==> src/rtl/hazard_pkg.sv <==
`default_nettype none
// ============================================================================
//  Module      : hazard_pkg
//  Description : Shared types and defaults for the pipeline hazard controller.
//                Optional feature macro used by the block: HAZARD_PERF_CNT_EN.
//  Revision    : 1.0 - initial release
// ============================================================================
package hazard_pkg;

    // Controller states; encodings are visible on state_o for debug.
    typedef enum logic [1:0] {
        ST_RUN      = 2'd0,
        ST_MEM_WAIT = 2'd1,
        ST_MDU_WAIT = 2'd2,
        ST_FLUSH    = 2'd3
    } hazard_state_e;

    // Parameter defaults.
    localparam int MDU_TIMEOUT_DEFAULT  = 64;
    localparam int FLUSH_CYCLES_DEFAULT = 2;

    // Counter widths sized for the legal parameter ranges (2..255, 1..15).
    localparam int MDU_CNT_W   = 8;
    localparam int FLUSH_CNT_W = 4;

    // Bundle of every pipeline control output.
    typedef struct packed {
        logic pc_stall;
        logic if_id_stall;
        logic if_id_flush;
        logic id_ex_stall;
        logic id_ex_bubble;
        logic id_ex_flush;
        logic ex_mem_stall;
        logic ex_mem_bubble;
        logic mdu_timeout;
    } hazard_ctl_t;

    // Front-end freeze common to every wait: PC, IF/ID and ID/EX held.
    function automatic hazard_ctl_t front_stall();
        hazard_ctl_t c;
        c             = '0;
        c.pc_stall    = 1'b1;
        c.if_id_stall = 1'b1;
        c.id_ex_stall = 1'b1;
        return c;
    endfunction

endpackage : hazard_pkg
`default_nettype wire

==> src/rtl/hazard_perf_cnt.sv <==
`default_nettype none
// ============================================================================
//  Module      : hazard_perf_cnt
//  Description : Three free-running 64-bit event counters for the hazard
//                controller (stall cycles, bubbles, redirects). Instantiated
//                only when HAZARD_PERF_CNT_EN is defined.
//  Revision    : 1.0 - initial release
// ============================================================================
module hazard_perf_cnt (
    input  logic        clk,
    input  logic        rst,
    input  logic        stall_inc,
    input  logic        bubble_inc,
    input  logic        flush_inc,
    output logic [63:0] perf_stall_cycles,
    output logic [63:0] perf_bubble_cnt,
    output logic [63:0] perf_flush_cnt
);

    logic [63:0] stall_cnt_q,  stall_cnt_d;
    logic [63:0] bubble_cnt_q, bubble_cnt_d;
    logic [63:0] flush_cnt_q,  flush_cnt_d;

    // Next counts: each counter wraps naturally at 2^64.
    always_comb begin
        stall_cnt_d  = stall_cnt_q;
        bubble_cnt_d = bubble_cnt_q;
        flush_cnt_d  = flush_cnt_q;
        if (stall_inc)  stall_cnt_d  = stall_cnt_q  + 64'd1;
        if (bubble_inc) bubble_cnt_d = bubble_cnt_q + 64'd1;
        if (flush_inc)  flush_cnt_d  = flush_cnt_q  + 64'd1;
    end

    // Counter registers with synchronous reset.
    always_ff @(posedge clk) begin
        if (rst) begin
            stall_cnt_q  <= '0;
            bubble_cnt_q <= '0;
            flush_cnt_q  <= '0;
        end else begin
            stall_cnt_q  <= stall_cnt_d;
            bubble_cnt_q <= bubble_cnt_d;
            flush_cnt_q  <= flush_cnt_d;
        end
    end

    assign perf_stall_cycles = stall_cnt_q;
    assign perf_bubble_cnt   = bubble_cnt_q;
    assign perf_flush_cnt    = flush_cnt_q;

endmodule : hazard_perf_cnt
`default_nettype wire

==> src/rtl/hazard_ctrl.sv <==
`default_nettype none
// ============================================================================
//  Module      : hazard_ctrl
//  Description : Pipeline hazard controller. Generates stall/bubble/flush for
//                the IF/ID, ID/EX and EX/MEM registers from load-use hazards,
//                memory and MDU back-pressure and EX control transfers.
//                Optional macro HAZARD_PERF_CNT_EN adds 64-bit perf counters.
//  Revision    : 1.0 - initial release
// ============================================================================
module hazard_ctrl
    import hazard_pkg::*;
#(
    parameter int MDU_TIMEOUT  = MDU_TIMEOUT_DEFAULT,
    parameter int FLUSH_CYCLES = FLUSH_CYCLES_DEFAULT
) (
    input  logic       clk,
    input  logic       rst,
    // ID side
    input  logic       id_valid,
    input  logic [4:0] id_rs1addr,
    input  logic [4:0] id_rs2addr,
    input  logic       id_use_rs1,
    input  logic       id_use_rs2,
    // EX side
    input  logic [4:0] ex_rwaddr,
    input  logic       ex_writeRD,
    input  logic       ex_memoryReadWen,
    input  logic       ex_redirect,
    input  logic       ex_mdu_start,
    input  logic       ex_mdu_done,
    // Memory
    input  logic       mem_busy,
    // Controls
    output logic       pc_stall,
    output logic       if_id_stall,
    output logic       if_id_flush,
    output logic       id_ex_stall,
    output logic       id_ex_bubble,
    output logic       id_ex_flush,
    output logic       ex_mem_stall,
    output logic       ex_mem_bubble,
    output logic       mdu_timeout,
    output logic [1:0] state_o
`ifdef HAZARD_PERF_CNT_EN
    ,
    output logic [63:0] perf_stall_cycles,
    output logic [63:0] perf_bubble_cnt,
    output logic [63:0] perf_flush_cnt
`endif
);

    // Last legal MDU cycle index and the number of extra IF/ID flush cycles.
    localparam logic [MDU_CNT_W-1:0]   MDU_LAST   = MDU_CNT_W'(MDU_TIMEOUT - 1);
    localparam logic [FLUSH_CNT_W-1:0] FLUSH_LOAD = FLUSH_CNT_W'(FLUSH_CYCLES - 1);
    localparam bit                     FLUSH_MULTI = (FLUSH_CYCLES > 1);

    hazard_state_e          state_q, state_d;
    logic [MDU_CNT_W-1:0]   mdu_cnt_q, mdu_cnt_d;
    logic [FLUSH_CNT_W-1:0] flush_cnt_q, flush_cnt_d;

    hazard_ctl_t ctl_raw;
    hazard_ctl_t ctl_out;
    logic        load_use;
    logic        redirect_taken;

    // Load in EX writes a register that the instruction in ID reads.
    always_comb begin
        load_use = id_valid & ex_memoryReadWen & ex_writeRD & (ex_rwaddr != 5'd0) &
                   ((id_use_rs1 & (id_rs1addr == ex_rwaddr)) |
                    (id_use_rs2 & (id_rs2addr == ex_rwaddr)));
    end

    // Next-state, counter and raw control decode.
    // The MDU counter holds the index of the current cycle of an operation,
    // the issue cycle being index 0, so the issue cycle loads it with 1.
    always_comb begin
        state_d        = state_q;
        mdu_cnt_d      = mdu_cnt_q;
        flush_cnt_d    = flush_cnt_q;
        ctl_raw        = '0;
        redirect_taken = 1'b0;

        case (state_q)
            ST_RUN: begin
                if (ex_redirect) begin
                    redirect_taken      = 1'b1;
                    ctl_raw.if_id_flush = 1'b1;
                    ctl_raw.id_ex_flush = 1'b1;
                    if (FLUSH_MULTI) begin
                        flush_cnt_d = FLUSH_LOAD;
                        state_d     = ST_FLUSH;
                    end
                end else if (mem_busy) begin
                    ctl_raw              = front_stall();
                    ctl_raw.ex_mem_stall = 1'b1;
                    state_d              = ST_MEM_WAIT;
                end else if (ex_mdu_start) begin
                    // A same-cycle done means a zero-latency result: no stall.
                    if (!ex_mdu_done) begin
                        ctl_raw               = front_stall();
                        ctl_raw.ex_mem_bubble = 1'b1;
                        mdu_cnt_d             = MDU_CNT_W'(1);
                        state_d               = ST_MDU_WAIT;
                    end else begin
                        mdu_cnt_d = '0;
                    end
                end else if (load_use) begin
                    ctl_raw.pc_stall     = 1'b1;
                    ctl_raw.if_id_stall  = 1'b1;
                    ctl_raw.id_ex_bubble = 1'b1;
                end
            end

            ST_MEM_WAIT: begin
                // A redirect here is left alone; EX is frozen and re-presents it.
                if (mem_busy) begin
                    ctl_raw              = front_stall();
                    ctl_raw.ex_mem_stall = 1'b1;
                end else begin
                    state_d = ST_RUN;
                end
            end

            ST_MDU_WAIT: begin
                if (ex_mdu_done) begin
                    mdu_cnt_d = '0;
                    state_d   = ST_RUN;
                end else if (mdu_cnt_q == MDU_LAST) begin
                    // Forced release of a hung MDU.
                    ctl_raw.mdu_timeout = 1'b1;
                    mdu_cnt_d           = '0;
                    state_d             = ST_RUN;
                end else begin
                    ctl_raw = front_stall();
                    if (mem_busy) ctl_raw.ex_mem_stall  = 1'b1;
                    else          ctl_raw.ex_mem_bubble = 1'b1;
                    mdu_cnt_d = mdu_cnt_q + MDU_CNT_W'(1);
                end
            end

            ST_FLUSH: begin
                ctl_raw.if_id_flush = 1'b1;
                flush_cnt_d         = flush_cnt_q - FLUSH_CNT_W'(1);
                if (flush_cnt_q == FLUSH_CNT_W'(1)) begin
                    state_d = ST_RUN;
                end
            end

            default: begin
                state_d = ST_RUN;
            end
        endcase
    end

    // Final outputs: a flush overrides stall/bubble on the same register,
    // and everything is forced low while reset is held.
    always_comb begin
        ctl_out              = ctl_raw;
        ctl_out.if_id_stall  = ctl_raw.if_id_stall  & ~ctl_raw.if_id_flush;
        ctl_out.id_ex_stall  = ctl_raw.id_ex_stall  & ~ctl_raw.id_ex_flush;
        ctl_out.id_ex_bubble = ctl_raw.id_ex_bubble & ~ctl_raw.id_ex_flush;
        if (rst) begin
            ctl_out = '0;
        end
    end

    // State and counter registers with synchronous reset.
    always_ff @(posedge clk) begin
        if (rst) begin
            state_q     <= ST_RUN;
            mdu_cnt_q   <= '0;
            flush_cnt_q <= '0;
        end else begin
            state_q     <= state_d;
            mdu_cnt_q   <= mdu_cnt_d;
            flush_cnt_q <= flush_cnt_d;
        end
    end

    assign pc_stall      = ctl_out.pc_stall;
    assign if_id_stall   = ctl_out.if_id_stall;
    assign if_id_flush   = ctl_out.if_id_flush;
    assign id_ex_stall   = ctl_out.id_ex_stall;
    assign id_ex_bubble  = ctl_out.id_ex_bubble;
    assign id_ex_flush   = ctl_out.id_ex_flush;
    assign ex_mem_stall  = ctl_out.ex_mem_stall;
    assign ex_mem_bubble = ctl_out.ex_mem_bubble;
    assign mdu_timeout   = ctl_out.mdu_timeout;
    assign state_o       = rst ? ST_RUN : state_q;

`ifdef HAZARD_PERF_CNT_EN
    hazard_perf_cnt u_perf_cnt (
        .clk               (clk),
        .rst               (rst),
        .stall_inc         (ctl_out.pc_stall),
        .bubble_inc        (ctl_out.id_ex_bubble),
        .flush_inc         (redirect_taken & ~rst),
        .perf_stall_cycles (perf_stall_cycles),
        .perf_bubble_cnt   (perf_bubble_cnt),
        .perf_flush_cnt    (perf_flush_cnt)
    );
`else
    // Redirect strobe only feeds the optional counters.
    logic unused_redirect;
    assign unused_redirect = redirect_taken;
`endif

endmodule : hazard_ctrl
`default_nettype wire
==> config.mk <==
export PLATFORM = sky130hd
export DESIGN_NAME = hazard_ctrl
export DESIGN_NICKNAME = d
export VERILOG_FILES = /design/src/rtl/hazard_pkg.sv /design/src/rtl/hazard_perf_cnt.sv /design/src/rtl/hazard_ctrl.sv
export SDC_FILE = /design/constraint.sdc
export NUM_CORES = 1
export LEC_CHECK = 0
export CAP_MARGIN = 20
export CORE_MARGIN = 2
export CORE_UTILIZATION = 35
export DETAILED_ROUTE_END_ITERATION = 8
export HOLD_SLACK_MARGIN = 0.12
export PLACE_DENSITY = 0.68
export SLEW_MARGIN = 30
export SYNTH_ARGS = -nofsm -noshare
export SYNTH_HDL_FRONTEND = slang
export SYNTH_HIERARCHICAL = 1
export SYNTH_SLANG_ARGS = --single-unit
==> constraint.sdc <==
create_clock -name clk -period 1.5 [get_ports clk]
set_input_delay 0.3 -clock clk [delete_from_list [all_inputs] [get_ports clk]]
set_output_delay 0.3 -clock clk [all_outputs]
set_load 0.02 [all_outputs]
Word-level counts from Yosys, hierarchy flattened
Index checks and enable logic that the tools add are counted.

word-level totals
  bits in registers = 14
  input bits = 26
  output and inout bits = 11

operators by class
  $add $sub $neg = 2
  equality and inequality tests = 16
  multiplexer cells = 42
  bitwise operators = 12
  reductions and logical operators = 7

operators by type and width
  cell                                                                   number
  8-bit 2-to-1 mux                                                       6
  9-bit 2-to-1 mux                                                       5
  2-bit 2-to-1 mux                                                       14
  6-bit one-hot mux with 3 select lines                                  1
  8-bit one-hot mux with 2 select lines                                  1
  2-bit != test, second input constant                                   6
  5-bit equality test                                                    2
  1-bit bitwise AND                                                      9
  8-bit by 1-bit adder with 8-bit output, second input constant          1
  8-bit by 6-bit equality test with 1-bit output, second input constant  1
  1-bit 2-to-1 mux                                                       8
  4-bit 2-to-1 mux                                                       2
  4-bit != test, second input constant                                   2
  2-bit one-hot mux with 4 select lines                                  1
  4-bit one-hot mux with 2 select lines                                  1
  2-bit one-hot mux with 3 select lines                                  1
  5-bit AND reduction                                                    1
  5-bit nonzero test                                                     1
  2-bit equality test, second input constant                             2
  4-bit by 1-bit equality test with 1-bit output, second input constant  1
  1-bit one-hot mux with 4 select lines                                  1
  4-bit AND reduction                                                    1
  2-bit nonzero test                                                     2
  4-bit by 1-bit subtractor with 4-bit output, second input constant     1
  other kinds (7)                                                        8

Logic depth before layout (Yosys ltp)
Gate-level depths: netlist of run 1.

  word-level depth = 12
  mapped depth = 5
  depth with buffers taken out = 5

Least setup slack after synthesis of run 1
Ideal clock, no wire load.

  path kind = register to output
  start = reg mdu_cnt_q[0]
  end = out if_id_stall
  data arrival time = 1.672 ns
  slack = -0.472 ns
  stages on the path, launching flop included = 6
  path buffers = 0
  cell sequence = dfxtp_1 > ha_1 > and4_1 > a21oi_2 > a21oi_1 > o32ai_1

on the way
  word-level cells in the longest chain between the ends = 6

RTL lines
  item                                            RTL line            RTL
  start, declared                                 hazard_ctrl.sv:58   logic [MDU_CNT_W-1:0] mdu_cnt_q, mdu_cnt_d;
  start signal, assigned                          hazard_ctrl.sv:175  mdu_cnt_q <= mdu_cnt_d;
  8-bit by 6-bit equality test with 1-bit output  hazard_ctrl.sv:128  end else if (mdu_cnt_q == MDU_LAST) begin
  8-bit 2-to-1 mux                                hazard_ctrl.sv:128
  9-bit 2-to-1 mux                                hazard_ctrl.sv:125  if (ex_mdu_done) begin
  2-bit one-hot mux with 3 select lines           hazard_ctrl.sv:83   case (state_q)
  1-bit bitwise AND                               hazard_ctrl.sv:159  ctl_out.if_id_stall = ctl_raw.if_id_stall & ~ctl_raw.if_id_flush;
  9-bit 2-to-1 mux                                hazard_ctrl.sv:162  if (rst) begin
  end, declared                                   hazard_ctrl.sv:35   output logic if_id_stall,

No other way between the ends.

Final worst setup path of run 1
  start = reg state_q[1]
  end = out id_ex_stall

on the way
  word-level cells in the longest chain between the ends = 5

RTL lines
  item                                         RTL line            RTL
  start, declared                              hazard_ctrl.sv:57   hazard_state_e state_q, state_d;
  start signal, assigned                       hazard_ctrl.sv:174  state_q <= state_d;
  2-bit equality test (tied with other cells)  hazard_ctrl.sv:83
  6-bit one-hot mux with 3 select lines (*)    hazard_ctrl.sv:83
  1-bit inverter                               hazard_ctrl.sv:160  ctl_out.id_ex_stall = ctl_raw.id_ex_stall & ~ctl_raw.id_ex_flush;
  1-bit bitwise AND (*)                        hazard_ctrl.sv:160
  9-bit 2-to-1 mux (*)                         hazard_ctrl.sv:162
  end, declared                                hazard_ctrl.sv:37   output logic id_ex_stall,

Every way passes the cells marked *; elsewhere a longest branch is shown, timed or not.

==> summary.md, run 1 <==
| Metric | Value |
|---|---|
| Post-layout min period | 2040 ps |
| Dpl hpwl | 2.59 mm |
| TritonCTS buffer count | 3 |
| Root buffer cell | clkbuf_4 |
| Final Non-Filler Cells | 248 |
| Die Height | 58.3 um |
| Reg2Reg Depth | 6 |
| Placed cell area | 0.00185 mm2 |
| Largest net degree at the start of global routing | 18 |
| Post-synth top cells | nor2_1, dfxtp_1, xor2_1, a21oi_1, nor4_1 |
| Min-Delay Path Class | input port to register |
| Share of layout cells above drive strength 1 | 51.2% |
| Max-slew violation count | 0 |
| Startpoint types | register |
| Chip Width | 58.3 um |
| Seq/Total Area, Yosys | 27.2% |
| Initial core utilization | 37.1% |
| Core area | 0.00278 mm2 |
| RR Startpoint | state_q[1]$_SDFFE_PP0P_ |
| Synthesized flop and latch total | 14 |
| Clk_lat worst skew | 280 ps |
| Number of routed nets with antenna violations | 0 |
| Clock sinks | 14 |
| Comb power frac | 48.8% |
| # port buffers | 36 |
| Peak Freq | 491 MHz |
| DRC | 0 |
| Wirelength, routed | 3.61 mm |
| Final instance area | 0.00209 mm2 |
| Largest area contributor in the netlist | dfxtp_1 |
| Sw Share | 33.7% |
| Setup CP Type | register to primary output |
| Io pins | 37 |
| Unrepaired setup endpoints after global routing | true |
| Post-synth EDFFs | 0 |
| Critical Path End | id_ex_stall |
| Power share of the sequential group | 30.9% |
| Nets@finish | 247 |
| # setup viols final | 18 |
| Grt ovf | 0 |
| Rel. slew slack | 77.0% |
| Syn_area_per_cell | 7.93 um2 |
| Vias/cell | 5.33 |
| Avg WL per Cell | 14.6 um |
| Vias in the first global route | 1,282 |
| Final hold violations | 0 |
| Failing checks | negative setup slack |
| Worst-Margin Slew | 344 ps |
| Global-route wire length before repair | 5.62 mm |
| CTS tree | yes |
| Flop2flop setup slack | -290 ps |
| Worst EP required | 1200 ps |
| Die area | 0.00340 mm2 |
| Routability cong. | 0.744 |
| Count leader, synth | nor2_1 |
| Fin crit share | 136% |
| Sw power | 454 uW |
| Critical path fanouts, max | 4 |
| Post-synth top area share | 27.2% |
| Pre-CTS WS | -1200 ps |
| Reg2reg end | state_q[1]$_SDFFE_PP0P_ |
| Worst Path Arrival | 1740 ps |
| Via count | 1,321 |
| Area grow syn2layout | 103% |
| Placed insts | 234 |
| Max rail drop VDD | 0.000582 V |
| DRT Pass-1 Iters | 4 |
| Ys async rst share | 0% |
| Worst setup path start | state_q[1]$_SDFFE_PP0P_ |
| Worst-case clock buffer depth | 2 |
| Post-synth top flop | dfxtp_1 |
| Rows | 19 |
| Syn_nets | 159 |
| Max-Cap Viols | 0 |
| Leak | 0.000892 uW |
| Worst setup slack after layout | -535 ps |
| GRT Total Usage | 21.6% |
| Cell area after synthesis | 0.00103 mm2 |
| Initial antenna violation count | 0 |
| Clock-pin slew on the worst setup and hold paths | 90 ps |
| Total power | 1350 uW |
| Cell Pwr Density | 645 mW/mm2 |
| Area contributors post-synth | dfxtp_1, xor2_1, nor2_1, a21oi_1, nor4_1 |
| Clk pwr share | 20.2% |
| Power Internal | 894 uW |
| # diodes | 0 |
| Initial DRC count | 28 |
| Synthesized instance count | 130 |
| Worst Clk Skew | 3.21 ps |
| Critical path capture point type | primary output |
| Distinct cell type count after synthesis | 42 |
| # H-tree levels | 1 |
| Status | complete, but fails checks |
| Syn. warnings | 6 |
power by group through the flow:
stage / Clock, uW / Sequential (uW) / Combinational [uW]
after detailed placement: 0 / 419 / 548
after global routing: 299 / 419 / 701
final: 273 / 417 / 658
after global placement: 0 / 418 / 536
after CTS: 288 / 413 / 625
after floorplan: 0 / 419 / 269
layout by cell type, fill, tap and decap left out, types with 2 or more instances in the layout:
cell type / n
o21ai_2: 3
ha_1: 2
o211ai_1: 3
o32ai_4: 2
dfxtp_2: 4
inv_1: 5
clkdlybuf4s50_1: 6
dlymetal6s2s_1: 2
dlygate4sd2_1: 9
nor4_1: 4
a21oi_1: 7
a21oi_2: 2
clkbuf_2: 5
nor3_4: 2
o21ai_0: 4
a21o_1: 2
xor2_1: 11
nor2b_1: 2
o21bai_1: 2
dfxtp_1: 10
nand2b_4: 2
clkbuf_4: 3
nor4_2: 2
nor2_1: 13
nor4_4: 2
buf_4: 42
nor3b_2: 2
or4_4: 2
buf_6: 20
a21oi_4: 2
clkdlybuf4s15_1: 3
nand2_1: 5
nor2_4: 2
worst min-delay path by stage:
stage                                             end  cells past startpoint                         from  slack, ps
after floorplan             mdu_cnt_q[7]$_SDFFE_PP0P_                      2    mdu_cnt_q[7]$_SDFFE_PP0P_        450
after global placement    flush_cnt_q[1]$_SDFFE_PP0P_                      2  flush_cnt_q[1]$_SDFFE_PP0P_        520
after detailed placement  flush_cnt_q[1]$_SDFFE_PP0P_                      2  flush_cnt_q[1]$_SDFFE_PP0P_        550
after CTS                   mdu_cnt_q[0]$_SDFFE_PP0P_                      3                  ex_mdu_done        470
after global routing        mdu_cnt_q[0]$_SDFFE_PP0P_                      3                  ex_mdu_done        500
final                       mdu_cnt_q[0]$_SDFFE_PP0P_                      3                  ex_mdu_done        490
sequential cells by signal, indices dropped and copies added (netlist names):
signal and flops:
state_q 2, flush_cnt_q 4, mdu_cnt_q 8
cell type report:
type | count | area, um2
Fill cell | 190 | 691
Clock buffer | 4 | 36.3
Inverter | 6 | 22.5
Sequential cell | 14 | 285
Tap cell | 31 | 38.8
Multi-Input combinational cell | 106 | 948
Timing Repair Buffer | 87 | 759
worst max-delay path: stages (launching register included):
cell,delay [ps]
dfxtp_2,370
or3b_4,410
a21oi_4,200
a21oi_4,80
buf_6,140
nor3_4,120
buf_6,140
stage by stage:
step | util, % | hold WS (ps) | setup TNS [ps]
after global placement | 66.4 | 521 | -13270
after floorplan | - | 452 | -1120
after detailed placement | 66.4 | 549 | -13810
final | 75.2 | 486 | -4910
after CTS | 72.6 | 474 | -4660
after global routing | 75.2 | 497 | -5940
layer usage:
metal	GRT usage (%)	up-vias	share of wire [%]	wire length, um
met5	0	-	0	0
met4	8.97	0	1.5	55
met3	2.46	6	4.1	148
met2	39.0	38	54	1940
met1	25.4	623	41	1470
li1	-	654	-	-
kinds of logic (layout without fill, tap and decap cells):
logic type      after synthesis  count (layout)  synth area share (%)
compound gates               35              35                  22.5
xor+xnor                     13              13                  11.0
fa+ha+maj                     3               3                  3.64
buf+inv                      10              97                  3.64
flops                        14              14                  27.2
mux                           2               2                  2.55
simple gates                 53              53                  29.5
timing repair:
action                     4_1_cts  5_1_grt
pin swaps                       20       18
setup endpoints to repair       21       20
resized for setup              107       29
setup buffers                   10        2
hold buffers                     0        0
No activity file was read; power rests on OpenSTA's default activity.
==> inputs of run 2 (changes only) <==
--- a/config.mk
+++ b/config.mk
@@ -8,10 +8,11 @@
 export CAP_MARGIN = 20
 export CORE_MARGIN = 2
 export CORE_UTILIZATION = 35
+export CTS_BUF_LIST = sky130_fd_sc_hd__clkbuf_4
 export DETAILED_ROUTE_END_ITERATION = 8
 export HOLD_SLACK_MARGIN = 0.12
 export PLACE_DENSITY = 0.68
-export SLEW_MARGIN = 30
+export SLEW_MARGIN = 20
 export SYNTH_ARGS = -nofsm -noshare
 export SYNTH_HDL_FRONTEND = slang
 export SYNTH_HIERARCHICAL = 1
==> summary.md, run 2 (synthesis results as in run 1) <==
| Metric | Value |
|---|---|
| Post-layout min period | 2010 ps (was 2040 ps) |
| Failing checks | negative setup slack (unchanged) |
| Critical path capture point type | primary output (unchanged) |
| Max-slew violation count | 0 (unchanged) |
| DRT Pass-1 Iters | 4 (unchanged) |
| Placed insts | 234 (unchanged) |
| Hold path cells | 3 (unchanged) |
| Reg2Reg Depth | 6 (unchanged) |
| # H-tree levels | 1 (unchanged) |
| Hold Slack | 498 ps (was 486 ps) |
| Critical path fanouts, max | 4 (unchanged) |
| Die Height | 58.3 um (unchanged) |
| Initial DRC count | 29 (was 28) |
| Final hold violations | 0 (unchanged) |
| Area grow syn2layout | 104% (was 103%) |
| Largest net degree at the start of global routing | 18 (unchanged) |
| Commonest non-fill, non-tap cell in the layout | buf_4 (unchanged) |
| Unrepaired setup endpoints after global routing | true (unchanged) |
| Max rail drop VDD | 0.000658 V (was 0.000582 V) |
| Initial core utilization | 37.1% (unchanged) |
| Avg WL per Cell | 14.2 um (was 14.6 um) |
| Root buffer cell | clkbuf_4 (unchanged) |
| Min-Delay Path Class | input port to register (unchanged) |
| Vias/cell | 5.36 (was 5.33) |
| Worst path slowest cell | or3b_4 (unchanged) |
| Worst setup slack after layout | -509 ps (was -535 ps) |
| Leak | 0.000896 uW (was 0.000892 uW) |
| Setup CP Type | register to primary output (unchanged) |
| Worst Clk Skew | 0.998 ps (was 3.21 ps) |
| Fin crit share | 134% (was 136%) |
| Global-route wire length before repair | 5.52 mm (was 5.62 mm) |
| Nets@finish | 249 (was 247) |
| Max FFs per register | 8 (unchanged) |
| TritonCTS buffer count | 3 (unchanged) |
| CTS tree | yes (unchanged) |
| Grt ovf | 0 (unchanged) |
| Startpoint types | register (unchanged) |
| Via count | 1,340 (was 1,321) |
| Clock-pin slew on the worst setup and hold paths | 90 ps (about the same) |
| Crit path largest cell delay | 400 ps (was 410 ps) |
| DRC | 0 (unchanged) |
| Biggest register | mdu_cnt_q (unchanged) |
| Initial antenna violation count | 0 (unchanged) |
| Number of routed nets with antenna violations | 0 (unchanged) |
| Rows | 19 (unchanged) |
| Wirelength, routed | 3.56 mm (was 3.61 mm) |
| Worst Path Arrival | 1710 ps (was 1740 ps) |
| Rel. slew slack | 76.4% (was 77.0%) |
| Chip Width | 58.3 um (unchanged) |
| Commonest non-fill, non-tap cells in the layout | buf_4, buf_6, nor2_1, xor2_1, dlygate4sd2_1 (was buf_4, buf_6, nor2_1, xor2_1, dfxtp_1) |
| Clk_lat worst skew | 270 ps (was 280 ps) |
| Top Registers | mdu_cnt_q x8, flush_cnt_q x4, state_q x2 (unchanged) |
| Clock sinks | 14 (unchanged) |
| Worst-Margin Slew | 352 ps (was 344 ps) |
| GRT Total Usage | 21.0% (was 21.6%) |
| # diodes | 0 (unchanged) |
| Routability cong. | 0.744 (unchanged) |
| Dpl hpwl | 2.59 mm (unchanged) |
| Cell Pwr Density | 621 mW/mm2 (was 645 mW/mm2) |
| # setup viols final | 18 (unchanged) |
| # port buffers | 36 (unchanged) |
| Final instance area | 0.00210 mm2 (was 0.00209 mm2) |
| Peak Freq | 498 MHz (was 491 MHz) |
| Final Core Density | 75.5% (was 75.2%) |
| Die area | 0.00340 mm2 (unchanged) |
| Share of layout cells above drive strength 1 | 50.2% (was 51.2%) |
| Worst-case clock buffer depth | 2 (unchanged) |
| Vias in the first global route | 1,289 (was 1,282) |
| Max-Cap Viols | 0 (unchanged) |
| Status | complete, but fails checks (unchanged) |
| Io pins | 37 (unchanged) |
| Worst EP required | 1200 ps (about the same) |
| Worst-path cell chain | or3b_4 > a21oi_4 > a21oi_4 > buf_6 > nor3_4 > buf_6 (unchanged) |
| Final Non-Filler Cells | 250 (was 248) |
| Core area | 0.00278 mm2 (unchanged) |
| Placed cell area | 0.00185 mm2 (unchanged) |
==> run 2: changes by cell type in the layout (fill, tap and decap cells not counted), sizes merged <==
cell	delta
clkbuf	-3
buf	+2
dlygate4sd2	+2
clkinv	+1
==> run 2: power by group <==
group	total [uW]	internal [uW]	leakage, uW	switching [uW]
Combinational	669	362	0.000766	307
Sequential	416	393	0.000115	22.5
Clock	219	96.2	0.0000154	123
Total	1300	851	0.000896	452
==> run 2: metrics by stage <==
stage / power [uW] / setup TNS (ps) / setup WS [ps]
floorplan: 688 / -1120 / -215
global route: 1380 / -6010 / -586
CTS: 1240 / -4180 / -524
detailed placement: 967 / -13810 / -1200
global placement: 953 / -13270 / -1170
finish: 1300 / -4790 / -509
==> run 2: worst max-delay path: cells and delay by family (launching register included) <==
kind                   cells  cell delay, ps
buffers and inverters      2             280
AND/OR/NAND/NOR            2             510
AO/OA/AOI/OAI              2             280
flip-flops                 1             360
==> run 2: path summary, 6_finish.rpt <==
kind | from | to | slack [ps]
max reg2reg | state_q[1]$_SDFFE_PP0P_ | state_q[1]$_SDFFE_PP0P_ | -300
min | ex_mdu_done | mdu_cnt_q[0]$_SDFFE_PP0P_ | 500
max | state_q[1]$_SDFFE_PP0P_ | id_ex_stall | -510
min reg2reg | flush_cnt_q[1]$_SDFFE_PP0P_ | flush_cnt_q[1]$_SDFFE_PP0P_ | 570
==> run 2: layer usage <==
layer | part of all wire [%] | GRT usage [%] | up-vias
met2 | 52 | 38.2 | 45
met1 | 40 | 24.1 | 627
met5 | 0 | 0 | -
met4 | 2.8 | 8.64 | 0
li1 | - | - | 658
met3 | 4.7 | 3.35 | 10
==> run 2: final cells by class <==
cell class,instances,area [um2]
Clock buffer,3,22.5
Clock inverter,1,3.75
Fill cell,191,682
Inverter,6,22.5
Multi-Input combinational cell,106,938
Sequential cell,14,285
Tap cell,31,38.8
Timing Repair Buffer,89,788
==> run 2: timing repair <==
item	in CTS	in global routing
setup buffers	5	8
hold buffers	0	0
hold endpoints to repair	0	0
pin swaps	18	21
gates resized for setup	105	28
setup endpoints to repair	21	20
